**config.mk**
```make
export PLATFORM = sky130hd
export DESIGN_NAME = ll_multi_queue_flat
export DESIGN_NICKNAME = d
export VERILOG_FILES = /design/src/rtl/ll_multi_queue_if.sv /design/src/rtl/ll_multi_queue.sv /design/src/flat_wrapper.sv
export SDC_FILE = /design/constraint.sdc
export NUM_CORES = 1
export LEC_CHECK = 0
export CORE_ASPECT_RATIO = 0.8
export CORE_MARGIN = 10
export CORE_UTILIZATION = 45
export DETAILED_ROUTE_END_ITERATION = 10
export HOLD_SLACK_MARGIN = 0.06
export PLACE_DENSITY_LB_ADDON = 0.15
export SKIP_LAST_GASP = 1
export SYNTH_ARGS = -nofsm -noshare
export SYNTH_HDL_FRONTEND = slang
export SYNTH_SLANG_ARGS = --single-unit
```
**constraint.sdc**
```tcl
create_clock -name clk -period 5.75 [get_ports clk]
set_clock_uncertainty 0.1 [all_clocks]
set_input_delay 0.575 -clock clk [delete_from_list [all_inputs] [get_ports clk]]
set_output_delay 0.575 -clock clk [all_outputs]
set_load 0.005 [all_outputs]
```
**src/rtl/ll_multi_queue_if.sv**
```systemverilog
// rtl/ll_multi_queue_if.sv - push/pop/status bundle for the linked-list multi-queue
interface ll_multi_queue_if #(
  parameter int NUM_Q  = 4,
  parameter int DEPTH  = 16,
  parameter int DATA_W = 8
);
  localparam int QID_W = $clog2(NUM_Q);
  localparam int PTR_W = $clog2(DEPTH);

  logic              push_en;
  logic [QID_W-1:0]  push_qid;
  logic [DATA_W-1:0] push_data;
  logic              push_ready;
  logic              push_err;
  logic              pop_en;
  logic [QID_W-1:0]  pop_qid;
  logic              pop_valid;
  logic [DATA_W-1:0] pop_data;
  logic              pop_err;
  logic [NUM_Q-1:0]  q_empty;
  logic [PTR_W:0]    free_count;

  modport master (
    output push_en, push_qid, push_data, pop_en, pop_qid,
    input  push_ready, push_err, pop_valid, pop_data, pop_err, q_empty, free_count
  );

  modport slave (
    input  push_en, push_qid, push_data, pop_en, pop_qid,
    output push_ready, push_err, pop_valid, pop_data, pop_err, q_empty, free_count
  );
endinterface

```
**src/rtl/ll_multi_queue.sv**
```systemverilog
// rtl/ll_multi_queue.sv - NUM_Q linked-list FIFOs sharing one DEPTH-entry pool
module ll_multi_queue #(
  parameter int NUM_Q  = 4,
  parameter int DEPTH  = 16,
  parameter int DATA_W = 8
) (
  input logic           clk,
  input logic           reset,
  ll_multi_queue_if.slave bus
);
  localparam int QID_W = $clog2(NUM_Q);
  localparam int PTR_W = $clog2(DEPTH);
  localparam logic [PTR_W:0] ONE  = (PTR_W+1)'(1);
  localparam logic [PTR_W:0] FULL = (PTR_W+1)'(DEPTH);

  logic [DATA_W-1:0] data_mem  [DEPTH];
  logic [PTR_W-1:0]  next_ptr  [DEPTH];
  logic [PTR_W-1:0]  free_fifo [DEPTH];
  logic [PTR_W-1:0]  head      [NUM_Q];
  logic [PTR_W-1:0]  tail      [NUM_Q];
  logic [PTR_W:0]    free_rd;
  logic [PTR_W:0]    free_wr;
  logic [PTR_W:0]    free_count;
  logic [NUM_Q-1:0]  q_empty;
  logic              pop_valid;
  logic              pop_err;
  logic              push_err;
  logic [DATA_W-1:0] pop_data;

  logic              push_ready;
  logic              push_ok;
  logic              pop_ok;
  logic [PTR_W-1:0]  alloc;
  logic [PTR_W-1:0]  pop_head;
  logic              pop_last;
  logic              restart_q;

  assign push_ready = (free_count != '0);
  assign push_ok    = bus.push_en && push_ready;
  assign pop_ok     = bus.pop_en && !q_empty[bus.pop_qid];
  assign alloc      = free_fifo[free_rd[PTR_W-1:0]];
  assign pop_head   = head[bus.pop_qid];
  assign pop_last   = (pop_head == tail[bus.pop_qid]);
  // A push that lands on a queue being drained of its last entry restarts it.
  assign restart_q  = q_empty[bus.push_qid] ||
                      (pop_ok && pop_last && (bus.pop_qid == bus.push_qid));

  always_ff @(posedge clk) begin
    if (push_ok) data_mem[alloc] <= bus.push_data;
  end

  always_ff @(posedge clk) begin
    if (reset) begin
      for (int i = 0; i < DEPTH; i++) begin
        free_fifo[i] <= PTR_W'(i);
        next_ptr[i]  <= '0;
      end
      for (int q = 0; q < NUM_Q; q++) begin
        head[q] <= '0;
        tail[q] <= '0;
      end
      free_rd    <= '0;
      free_wr    <= FULL;
      free_count <= FULL;
      q_empty    <= '1;
      pop_valid  <= 1'b0;
      pop_err    <= 1'b0;
      push_err   <= 1'b0;
      pop_data   <= '0;
    end else begin
      push_err   <= bus.push_en && !push_ready;
      pop_err    <= bus.pop_en && q_empty[bus.pop_qid];
      pop_valid  <= pop_ok;
      free_count <= free_count + (pop_ok ? ONE : '0) - (push_ok ? ONE : '0);

      if (pop_ok) begin
        pop_data                       <= data_mem[pop_head];
        free_fifo[free_wr[PTR_W-1:0]]  <= pop_head;
        free_wr                        <= free_wr + ONE;
        if (pop_last) q_empty[bus.pop_qid] <= 1'b1;
        else          head[bus.pop_qid]    <= next_ptr[pop_head];
      end

      // Push updates follow the pop so they win on a shared queue.
      if (push_ok) begin
        free_rd <= free_rd + ONE;
        if (restart_q) head[bus.push_qid] <= alloc;
        else           next_ptr[tail[bus.push_qid]] <= alloc;
        tail[bus.push_qid]    <= alloc;
        q_empty[bus.push_qid] <= 1'b0;
      end
    end
  end

  assign bus.push_ready = push_ready;
  assign bus.push_err   = push_err;
  assign bus.pop_valid  = pop_valid;
  assign bus.pop_data   = pop_data;
  assign bus.pop_err    = pop_err;
  assign bus.q_empty    = q_empty;
  assign bus.free_count = free_count;
endmodule

```
**src/flat_wrapper.sv**
```systemverilog
// flat-port wrapper written by rule: the top's interface ports become plain ports
module ll_multi_queue_flat 
#(
  parameter int NUM_Q  = 4,
  parameter int DEPTH  = 16,
  parameter int DATA_W = 8
)
  (clk, reset, bus_push_en, bus_push_qid, bus_push_data, bus_pop_en, bus_pop_qid, bus_push_ready, bus_push_err, bus_pop_valid, bus_pop_data, bus_pop_err, bus_q_empty, bus_free_count);
  ll_multi_queue_if #(.NUM_Q(NUM_Q), .DEPTH(DEPTH), .DATA_W(DATA_W)) bus_i ();
  input logic clk;
  input logic reset;
  input wire logic [$bits(bus_i.push_en)-1:0] bus_push_en;
  input wire logic [$bits(bus_i.push_qid)-1:0] bus_push_qid;
  input wire logic [$bits(bus_i.push_data)-1:0] bus_push_data;
  input wire logic [$bits(bus_i.pop_en)-1:0] bus_pop_en;
  input wire logic [$bits(bus_i.pop_qid)-1:0] bus_pop_qid;
  output wire logic [$bits(bus_i.push_ready)-1:0] bus_push_ready;
  output wire logic [$bits(bus_i.push_err)-1:0] bus_push_err;
  output wire logic [$bits(bus_i.pop_valid)-1:0] bus_pop_valid;
  output wire logic [$bits(bus_i.pop_data)-1:0] bus_pop_data;
  output wire logic [$bits(bus_i.pop_err)-1:0] bus_pop_err;
  output wire logic [$bits(bus_i.q_empty)-1:0] bus_q_empty;
  output wire logic [$bits(bus_i.free_count)-1:0] bus_free_count;
  assign bus_i.push_en = bus_push_en;
  assign bus_i.push_qid = bus_push_qid;
  assign bus_i.push_data = bus_push_data;
  assign bus_i.pop_en = bus_pop_en;
  assign bus_i.pop_qid = bus_pop_qid;
  assign bus_push_ready = bus_i.push_ready;
  assign bus_push_err = bus_i.push_err;
  assign bus_pop_valid = bus_i.pop_valid;
  assign bus_pop_data = bus_i.pop_data;
  assign bus_pop_err = bus_i.pop_err;
  assign bus_q_empty = bus_i.q_empty;
  assign bus_free_count = bus_i.free_count;
  ll_multi_queue #(.NUM_Q(NUM_Q), .DEPTH(DEPTH), .DATA_W(DATA_W)) u_core (.clk(clk), .reset(reset), .bus(bus_i));
endmodule
```
Word level (Yosys, flattened, before mapping)
Memories as Yosys holds them, arrays and structs flattened. A register that Yosys moved wholly into a read port is not among the register bits.
Index checks and enable logic that the tools add are counted.
W data, S select, Z words.
{ "totals": {"ff_bits": 22, "mem_count": 5, "ram_bits": 288, "word_cells": 94} }
{ "mem_list": {"columns": ["name", "depth", "word_bits", "read_ports", "rd_clocked_by_memory_dff", "write_ports", "line_no", "text"], "rows": [
  ["u_core.data_mem", 16, 8, 1, 1, 1, "ll_multi_queue.sv:16", "logic [DATA_W-1:0] data_mem [DEPTH];"],
  ["u_core.free_fifo", 16, 4, 1, 1, 16, "ll_multi_queue.sv:18", "logic [PTR_W-1:0] free_fifo [DEPTH];"],
  ["u_core.next_ptr", 16, 4, 1, 0, 16, "ll_multi_queue.sv:17", "logic [PTR_W-1:0] next_ptr [DEPTH];"],
  ["u_core.head", 4, 4, 1, 0, 4, "ll_multi_queue.sv:19", "logic [PTR_W-1:0] head [NUM_Q];"],
  ["u_core.tail", 4, 4, 2, 0, 4, "ll_multi_queue.sv:20", "logic [PTR_W-1:0] tail [NUM_Q];"]
]} }
{ "classes": {"n_reduce_logical": 17, "n_mux": 52, "n_bitwise": 3, "n_eq_ne": 2, "addsub": 4, "n_lt_le_gt_ge": 4} }
{ "op_table": {"columns": ["operator", "count"], "rows": [
  ["$mux W4", 13],
  ["$mux W1", 32],
  ["$reduce_or A4 Y1", 5],
  ["$add A5 B1 Y5 const B", 2],
  ["$logic_and A1 B1 Y1", 8],
  ["$lt A2 B3 Y1 const B", 2],
  ["$mux W2", 3],
  ["$add A5 B5 Y5", 1],
  ["$reduce_bool A5 Y1", 1],
  ["$sub A5 B5 Y5", 1],
  ["$and A4 B4 Y4", 1],
  ["$bmux W1 S2", 2],
  ["$demux W1 S2", 2],
  ["$eq A4 B4 Y1", 1],
  ["$ge A2 B1 Y1 const B", 2],
  ["$not A4 Y4", 1],
  ["$or A4 B4 Y4", 1],
  ["$eq A2 B2 Y1", 1],
  ["$logic_not A1 Y1", 2],
  ["$logic_or A1 B1 Y1", 1]
]} }

Depth between registers and ports, before layout
Gate-level depths: netlist of run 1.
{ "depth": {"word_depth": 13, "ltp_mapped": 16, "ltp_nobuf": 15} }

Worst setup path before layout of run 1
Ideal clock, no wire load.
{ "synth_timing": {"path_type": "flip-flop to flip-flop", "startpoint": "register u_core.free_count[3] (netlist: u_core.bus.free_count[3])", "endpoint": "register u_core.free_count[4] (netlist: u_core.bus.free_count[4])", "stages_incl_launch_ff": 17, "required_ns": 5.536, "setup_ns": 0.114, "path_buffers": 1, "t_arrival_ns": 3.013, "slack_ns": 2.523, "path_cell_list": "dfxtp_1 -> inv_1 -> ha_1 -> or4b_2 -> clkbuf_1 -> nand2_1 -> clkinv_1 -> ha_1 -> inv_1 -> ha_1 -> inv_1 -> fa_1 -> inv_1 -> a21oi_1 -> nor2_1 -> or3_1 -> a21o_1"} }
{ "synth_between": {"elab_chain_len": 4, "word_cells_on_any_way": 5} }
{ "synth_lines": {"columns": ["element", "line_no", "text"], "rows": [
  ["from (decl)", "ll_multi_queue.sv:23", "logic [PTR_W:0] free_count;"],
  ["from (signal assigned)", "ll_multi_queue.sv:74", "free_count <= free_count + (pop_ok ? ONE : '0) - (push_ok ? ONE : '0);"],
  ["$reduce_bool A5 Y1", "ll_multi_queue.sv:38", "assign push_ready = (free_count != '0);"],
  ["named net bus_push_ready", "flat_wrapper.sv:17", "output wire logic [$bits(bus_i.push_ready)-1:0] bus_push_ready;"],
  ["$logic_and A1 B1 Y1", "ll_multi_queue.sv:39", "assign push_ok = bus.push_en && push_ready;"],
  ["named net u_core.push_ok", "ll_multi_queue.sv:31", "logic push_ok;"],
  ["$mux W1", "ll_multi_queue.sv:74", null],
  ["$sub A5 B5 Y5", "ll_multi_queue.sv:74", null]
]} }
The timed path passes the listed nets, and every way through them passes these cells.
A chain may end at the register's enable or synchronous reset.

==> impl_summary.md, run 1 <==
Timing
The final hold slack is 0.418 ns. The post-route clock period utilization is 0.705. The hold violation total from the final report came to 0. Derived from the worst setup path, the maximum achievable clock frequency is 247 MHz. Setup violations remaining at the end of the flow were counted as 0.

Setup repair after global routing left no endpoint under its margin. The final count of pins violating max slew came to 0. Adding up every negative setup slack in the final design gives 0 ns. The minimum setup slack in the final design is 1.69 ns. The minimum period implied by the final worst setup slack is 4.06 ns. The worst max-slew margin expressed relative to the limit is 0.327. At the pin with the least slew margin, the transition time is 1.01 ns.

Min path
The class of the tightest hold or removal check is reg -> reg.

Detailed routing
The routed design has 32.5 mm of wire. The count of nets left with antenna violations once routing finished came out at 0. The routed wirelength normalized by instance count is 22.5 um. The length of the first detailed-routing pass in iterations is 5.

After the first detailed-routing iteration, the DRC count stood at 640. The detailed-route vias per instance is 5.62. The routed layout has 8115 vias. The post-route DRC violation count is 0.

Floorplanning
Row generation in the floorplan step produced 57 rows. The height of the die is 178 um. During I/O placement, the number of pins put on the boundary was 37. The die covers 38900 sq um. The total area inside the core boundary comes to 30700 sq um. In this run the horizontal extent of the chip is 218 um. The initial utilization of the core area, before any placement, comes to 0.460.

Critical path
STA classifies the critical path endpoint as a flip-flop. The arrival time at the worst endpoint is 4.09 ns. The delay contributed by the slowest stage of the critical path is 0.98 ns. The standard cell with the maximum stage delay on the critical path is sky130_fd_sc_hd__dfxtp_1. The critical path goes through buf_4 -> mux4_2 -> mux4_2 -> nor2_1 -> nand2_1 -> nor2_1. The critical path startpoint category is a flip-flop. The required arrival time at the worst endpoint is 5.78 ns.

By startpoint and endpoint, the worst setup path is classified as reg -> reg. The highest net fanout along the worst path is 15.

GRT
The maximum number of pins on one net before global-route repair is 64. The number of antenna violations at the first check in global routing is 0. The number of global-route vias before repair is 8209. The first global-routing pass estimated 50.6 mm of wire.

The leftover overflow at the end of global routing is 0. The overall routing resource usage is 0.170.

Synth
For this run, the register share of the synthesized area comes to 0.658. The most used flip-flop cell after synthesis is sky130_fd_sc_hd__edfxtp_1. Yosys printed 0 warnings. In the synthesized netlist, the number of instances is 982.

The post-synthesis instance area is 14100 sq um. Counting flops with an async set or reset pin after synthesis yields a share of 0. The synthesized design contains 320 register bits.

In this run, distinct cell masters in the synthesized netlist total 55. The average cell area after synthesis is 14.4 sq um. The number of nets handed over by synthesis was 1010. The synthesized design contains 288 enable-type register cells.

Clock tree
The clock passes through at most 3 buffers. The tree is rooted in a sky130_fd_sc_hd__clkbuf_16. Clock latency on the worst-skew pair, taken at its later pin, is 0.51 ns. The number of gates resized after CTS was 0. The number of setup buffers added after CTS is 0. The number of H-tree levels is 2. The TritonCTS clock tree is yes.

The clock net in this run drives a total of 320 sinks. The number of clock buffers added by TritonCTS is 34. The clock-pin slew of the registers on the worst-case setup and hold paths is 0.06 ns. After clock tree synthesis, the flow added hold-fix buffers numbering 0.

Flow run
The reported max-cap violation count is 0.

Place
Port buffering added 36 buffers. The weighted congestion at the end of routability-driven global placement is 0.788. The pre-CTS worst setup slack is 1.21 ns. The HPWL after detailed placement is 21.8 mm.

Layout
Of the cells placed in the final design, the portion with a size suffix greater than 1 is 0.147. The library cells used most frequently in the layout, excluding fill and tap cells, are 288 x sky130_fd_sc_hd__edfxtp_1, 157 x sky130_fd_sc_hd__nor2_1, 72 x sky130_fd_sc_hd__nand2_1. The antenna diode count is 0. The count of fill cells added during filler insertion is 2612.

The combined flip-flop and latch cell area is 9290 sq um. From synthesis to final layout, the design area changed by 12.1%. The area used by multi-input combinational logic is 4500 sq um. Leaving out fill and tap cells, the most frequent cell in the layout is sky130_fd_sc_hd__edfxtp_1.

The count of nets after finishing is 1034.

Power and ir drop
In this run the static leakage power is 0.00516 uW. VDD sags by at most 263 uV. Power spread over the standard cell area amounts to 351 nW/um^2.

Run status
The run finished with clean final reports.
## synthesized netlist by cell type, types with 9 or more instances
master                     number  area [sq um]
sky130_fd_sc_hd__nand2b_1      19           119
sky130_fd_sc_hd__o21ai_0       15          75.1
sky130_fd_sc_hd__nand3_1       24           120
sky130_fd_sc_hd__o21bai_1      17           128
sky130_fd_sc_hd__mux4_2        49          1100
sky130_fd_sc_hd__mux2i_1       46           460
sky130_fd_sc_hd__edfxtp_1     288          8650
sky130_fd_sc_hd__o22ai_1       28           175
sky130_fd_sc_hd__a22o_1        16           140
sky130_fd_sc_hd__inv_1         13          48.8
sky130_fd_sc_hd__dfxtp_1       32           641
sky130_fd_sc_hd__ha_1          11           138
sky130_fd_sc_hd__xor2_1         9          78.8
sky130_fd_sc_hd__buf_2         16          80.1
sky130_fd_sc_hd__nor2_1       157           589
sky130_fd_sc_hd__clkbuf_1      30           113
sky130_fd_sc_hd__nand2_1       72           270
sky130_fd_sc_hd__mux2_2        34           383
## path summary, 6_finish.rpt
kind / cells after the start / slack, ns / startpoint / endpoint
worst min-delay path: 2 / 0.42 / u_core.free_rd[1]$_SDFFE_PP0P_ / flip-flop
worst max register to register: 6 / 1.69 / flip-flop / u_core.data_mem[1][0]$_DFFE_PP_
worst max-delay path: 6 / 1.69 / flip-flop / u_core.data_mem[1][0]$_DFFE_PP_
worst min register to register: 2 / 0.42 / u_core.free_rd[1]$_SDFFE_PP0P_ / flip-flop
## stage by stage
stage | utilization | cell area [sq um] | instances | power [uW]
finish | 0.516 | 15800 | 1443 | 5560
global route | 0.516 | 15800 | 1443 | 5780
CTS | 0.516 | 15800 | 1443 | 5610
detailed placement | 0.482 | 14800 | 1383 | 3540
global placement | 0.482 | 14800 | 1383 | 3530
floorplan | - | 14100 | 982 | 3270
## power by group
group / total (uW) / switching, uW / internal [uW]
Sequential: 2720 / 69.9 / 2650
Combinational: 765 / 456 / 309
Clock: 2070 / 869 / 1200
## worst max-delay path, delay by kind of cell, from the launching register on
family | cells | cell delay, ns
and+or+nand+nor | 3 | 1.10
buffers and inverters | 1 | 0.26
DFF | 1 | 0.98
muxes | 2 | 1.22
## routing by layer
layer | up-vias | GRT usage | share of wire
met5 | - | 0 | 0
met4 | 0 | 0.0373 | 0.014
met3 | 40 | 0.0374 | 0.066
met2 | 230 | 0.259 | 0.45
met1 | 4097 | 0.245 | 0.47
li1 | 3748 | - | -
## final cells by class
cell class	instances	share of cell area
clock buffer	43	0.0573
multi-input combinational	591	0.285
timing repair buffer	44	0.0263
sequential	320	0.587
inverter	15	0.00356
tap	413	0.0327
clock inverter	17	0.00823
## registers in the layout (all words and copies together), names as in the netlist, named ones only
name,flops
u_core.free_rd,4
u_core.next_ptr,64
u_core.bus.pop_err,1
u_core.tail,16
u_core.free_fifo,64
u_core.bus.free_count,5
u_core.free_wr,4
u_core.bus.pop_data,8
u_core.bus.q_empty,4
u_core.head,16
u_core.bus.push_err,1
u_core.data_mem,128
u_core.bus.pop_valid,1
## cell families after synthesis
logic type / share of synthesized area
compound gates: 0.0524
xor+xnor: 0.00931
fa+ha+maj: 0.0112
buf+inv: 0.0227
flops: 0.658
mux: 0.141
simple gates: 0.105
(Power assumes the default switching activity.)
==> inputs of run 2 (changes only) <==
- clock period: 5.75 -> 3.3 ns (I/O delays scaled with it)
==> impl_summary.md, run 2 (same netlist as run 1, synthesis figures left out) <==
Run status
Result of the run: complete, no violations (unchanged).

Clock tree
The buffer type at the clock tree root is sky130_fd_sc_hd__clkbuf_16 (unchanged). The number of sinks handled by clock tree synthesis was 320 (unchanged). The count of cells resized by post-cts repair came to 0 (unchanged). The number of hold-repair buffers added at the cts stage is 0 (unchanged). The clock network latency to the later pin of the worst-skew pair is 0.53 ns (was 0.51 ns). The number of H-tree levels is 2 (unchanged). The post-CTS setup repair buffer count is 0 (unchanged). The buffer levels on the longest clock path is 3 (unchanged). The number of buffers added by the clock tree synthesis step is 35 (was 34). The clock-pin slew of the registers on the worst-case setup and hold paths is 0.06 ns (about the same). The TritonCTS clock tree is yes (unchanged).

Critical path
The capturing element of the worst setup path is u_core.data_mem[12][5]$_DFFE_PP_ (was u_core.data_mem[1][0]$_DFFE_PP_). The worst reg-to-reg path cell count is 6 (unchanged). The critical path startpoint category is a flip-flop (unchanged).

The capture point of the worst reg-to-reg path is u_core.data_mem[12][5]$_DFFE_PP_ (was u_core.data_mem[1][0]$_DFFE_PP_). The endpoint kind of the worst setup timing path is a flip-flop (unchanged). The arrival time at the worst endpoint is 3.10 ns (was 4.09 ns). The worst setup path category is reg -> reg (unchanged). The required arrival time at the worst endpoint was 3.36 ns (was 5.78 ns). The highest net fanout along the worst path is 16 (was 15). The setup slack on the worst flop-to-flop path was 0.26 ns (was 1.69 ns).

GRT
The overall routing resource usage is 0.171 (was 0.170). The number of antenna violations at the first check in global routing is 0 (unchanged). The leftover overflow at the end of global routing is 0 (unchanged). The maximum number of pins on one net before global-route repair is 50 (was 64). The number of global-route vias before repair is 8546 (was 8209). The first-pass GRT wire length is 51.0 mm (was 50.6 mm).

Power and ir drop
The largest vdd supply drop is 458 uV (was 263 uV). The overall power of the completed layout is 10200 uW (was 5560 uW). The standby leakage power is 0.00573 uW (was 0.00516 uW). The power density normalized to cell area is 606 nW/um^2 (was 351 nW/um^2).

Detailed routing
The routed wirelength normalized by instance count is 21.4 um (was 22.5 um). The post-route DRC violation count was 0 (unchanged). The detailed-route vias per instance came to 5.46 (was 5.62).

The length of the first detailed-routing pass in iterations was 5 (unchanged). The via count of the routed design is 8419 (was 8115). The total length of routed wires was 33.0 mm (was 32.5 mm).

The number of violations reported at the end of detailed-routing iteration 0 is 605 (was 640). The post-detailed-route count of antenna-violating nets was 0 (unchanged).

Layout
The count of nets after finishing is 1132 (was 1034). The antenna diode count was 0 (unchanged). The most common cell after layout, fill and taps aside is sky130_fd_sc_hd__edfxtp_1 (unchanged). The finished layout cell area is 16800 sq um (was 15800 sq um). The register ranked first by flip-flop count is u_core.data_mem (unchanged). The utilization after layout is 0.547 (was 0.516). The signed area change from the synthesized netlist to the final layout came to 18.9% (was 12.1%).

The count of fill cells added during filler insertion is 2538 (was 2612). Top flop regs: u_core.data_mem (128), u_core.free_fifo (64), u_core.next_ptr (64) (unchanged). The number of flip-flops in the largest register was 128 (unchanged). The fraction of layout instances using a drive strength above 1 is 0.227 (was 0.147). Commonest cells after routing, fill and taps aside: 288 x sky130_fd_sc_hd__edfxtp_1, 157 x sky130_fd_sc_hd__nor2_1, 96 x sky130_fd_sc_hd__buf_4 (was 288 x sky130_fd_sc_hd__edfxtp_1, 157 x sky130_fd_sc_hd__nor2_1, 72 x sky130_fd_sc_hd__nand2_1).

Floorplanning
The horizontal extent of the die is 218 um (unchanged). The starting density of the core is 0.460 (unchanged). The area of the placeable core came to 30700 sq um (unchanged).

The total die area is 38900 sq um (unchanged). The height of the die is 178 um (unchanged). The number of core rows is 57 (unchanged). The total I/O pin count came to 37 (unchanged).

Timing
RSZ-0062 raised after global routing: false (unchanged). The minimum period implied by the final worst setup slack is 3.04 ns (was 4.06 ns). The final-report setup violation count is 0 (unchanged). The highest attainable clock frequency is 329 MHz (was 247 MHz). The final count of pins violating max slew is 0 (unchanged). The final hold slack came to 0.224 ns (was 0.418 ns).

The actual slew at the worst max-slew pin is 0.909 ns (was 1.01 ns). The worst max-slew margin expressed relative to the limit is 0.392 (was 0.327). The hold violation total from the final report was 0 (unchanged). The post-route clock period utilization is 0.922 (was 0.705).

Place
The weighted congestion at the end of routability-driven global placement was 0.841 (was 0.788). The post-detailed-placement cell area was 15600 sq um (was 14800 sq um). The number of buffers inserted by port buffering is 36 (unchanged). The HPWL after detailed placement is 22.5 mm (was 21.8 mm).

Flow run
The reported max-cap violation count was 0 (unchanged).

Min path
The class of the tightest hold or removal check is in -> reg (was reg -> reg).
==> run 2: cell types whose count changed in the layout (fill, tap and decap cells not counted), moves of 2 or more <==
| cell | before | now |
|---|---|---|
| sky130_fd_sc_hd__clkinv_1 | 10 | 5 |
| sky130_fd_sc_hd__buf_4 | 8 | 96 |
| sky130_fd_sc_hd__buf_12 | 0 | 9 |
| sky130_fd_sc_hd__clkinv_8 | 0 | 2 |
| sky130_fd_sc_hd__bufinv_16 | 2 | 4 |
==> run 2: stage by stage <==
step | worst slack, ns | cells | setup TNS, ns
2_1_floorplan | 0.0728 | 982 | 0
5_1_grt | 0.0725 | 1541 | 0
6_report | 0.257 | 1541 | 0
4_1_cts | 0.0548 | 1541 | 0
3_5_place_dp | -0.0440 | 1480 | -0.435
3_3_place_gp | -0.0170 | 1480 | -0.118
==> run 2: power breakdown <==
group	switching (uW)	internal, uW	total (uW)	leakage, uW
Combinational	862	684	1550	0.00222
Sequential	84.0	4620	4700	0.00296
Clock	1610	2310	3920	0.000553
==> run 2: how the worst min path moves through the flow <==
stage               cells past startpoint  slack [ns]                             endpoint                                 from
floorplan                               0        0.33      u_core.data_mem[0][0]$_DFFE_PP_                     bus_push_data[0]
global placement                        2        0.39  u_core.bus.pop_data[7]$_SDFFE_PP0N_  u_core.bus.pop_data[7]$_SDFFE_PP0N_
detailed placement                      2        0.40  u_core.bus.pop_data[2]$_SDFFE_PP0N_  u_core.bus.pop_data[2]$_SDFFE_PP0N_
CTS                                     3        0.21       u_core.free_rd[0]$_SDFFE_PP0P_                                reset
global route                            3        0.23       u_core.free_wr[1]$_SDFFE_PP0N_                                reset
finish                                  3        0.22       u_core.free_wr[1]$_SDFFE_PP0N_                                reset
==> run 2: area by class of cell <==
class | count | area, sq um | share of cell area
clock inverter | 18 | 228 | 0.0136
inverter | 15 | 56.3 | 0.00336
timing repair buffer | 141 | 1260 | 0.0749
tap | 413 | 517 | 0.0308
clock buffer | 43 | 916 | 0.0546
sequential | 320 | 9290 | 0.554
multi-input combinational | 591 | 4510 | 0.269
==> run 2: critical path: stages, from the launching register on <==
cell and delay [ns]:
sky130_fd_sc_hd__dfxtp_1 0.35, sky130_fd_sc_hd__buf_12 0.19, sky130_fd_sc_hd__mux4_2 0.58, sky130_fd_sc_hd__mux4_2 0.52
sky130_fd_sc_hd__inv_1 0.15, sky130_fd_sc_hd__nand2_1 0.09, sky130_fd_sc_hd__nor2_1 0.69
==> run 2: metal layers <==
layer,track usage,share of wire
met5,0.00640,0.00085
met4,0.0427,0.017
met3,0.0303,0.056
met2,0.264,0.45
met1,0.246,0.47
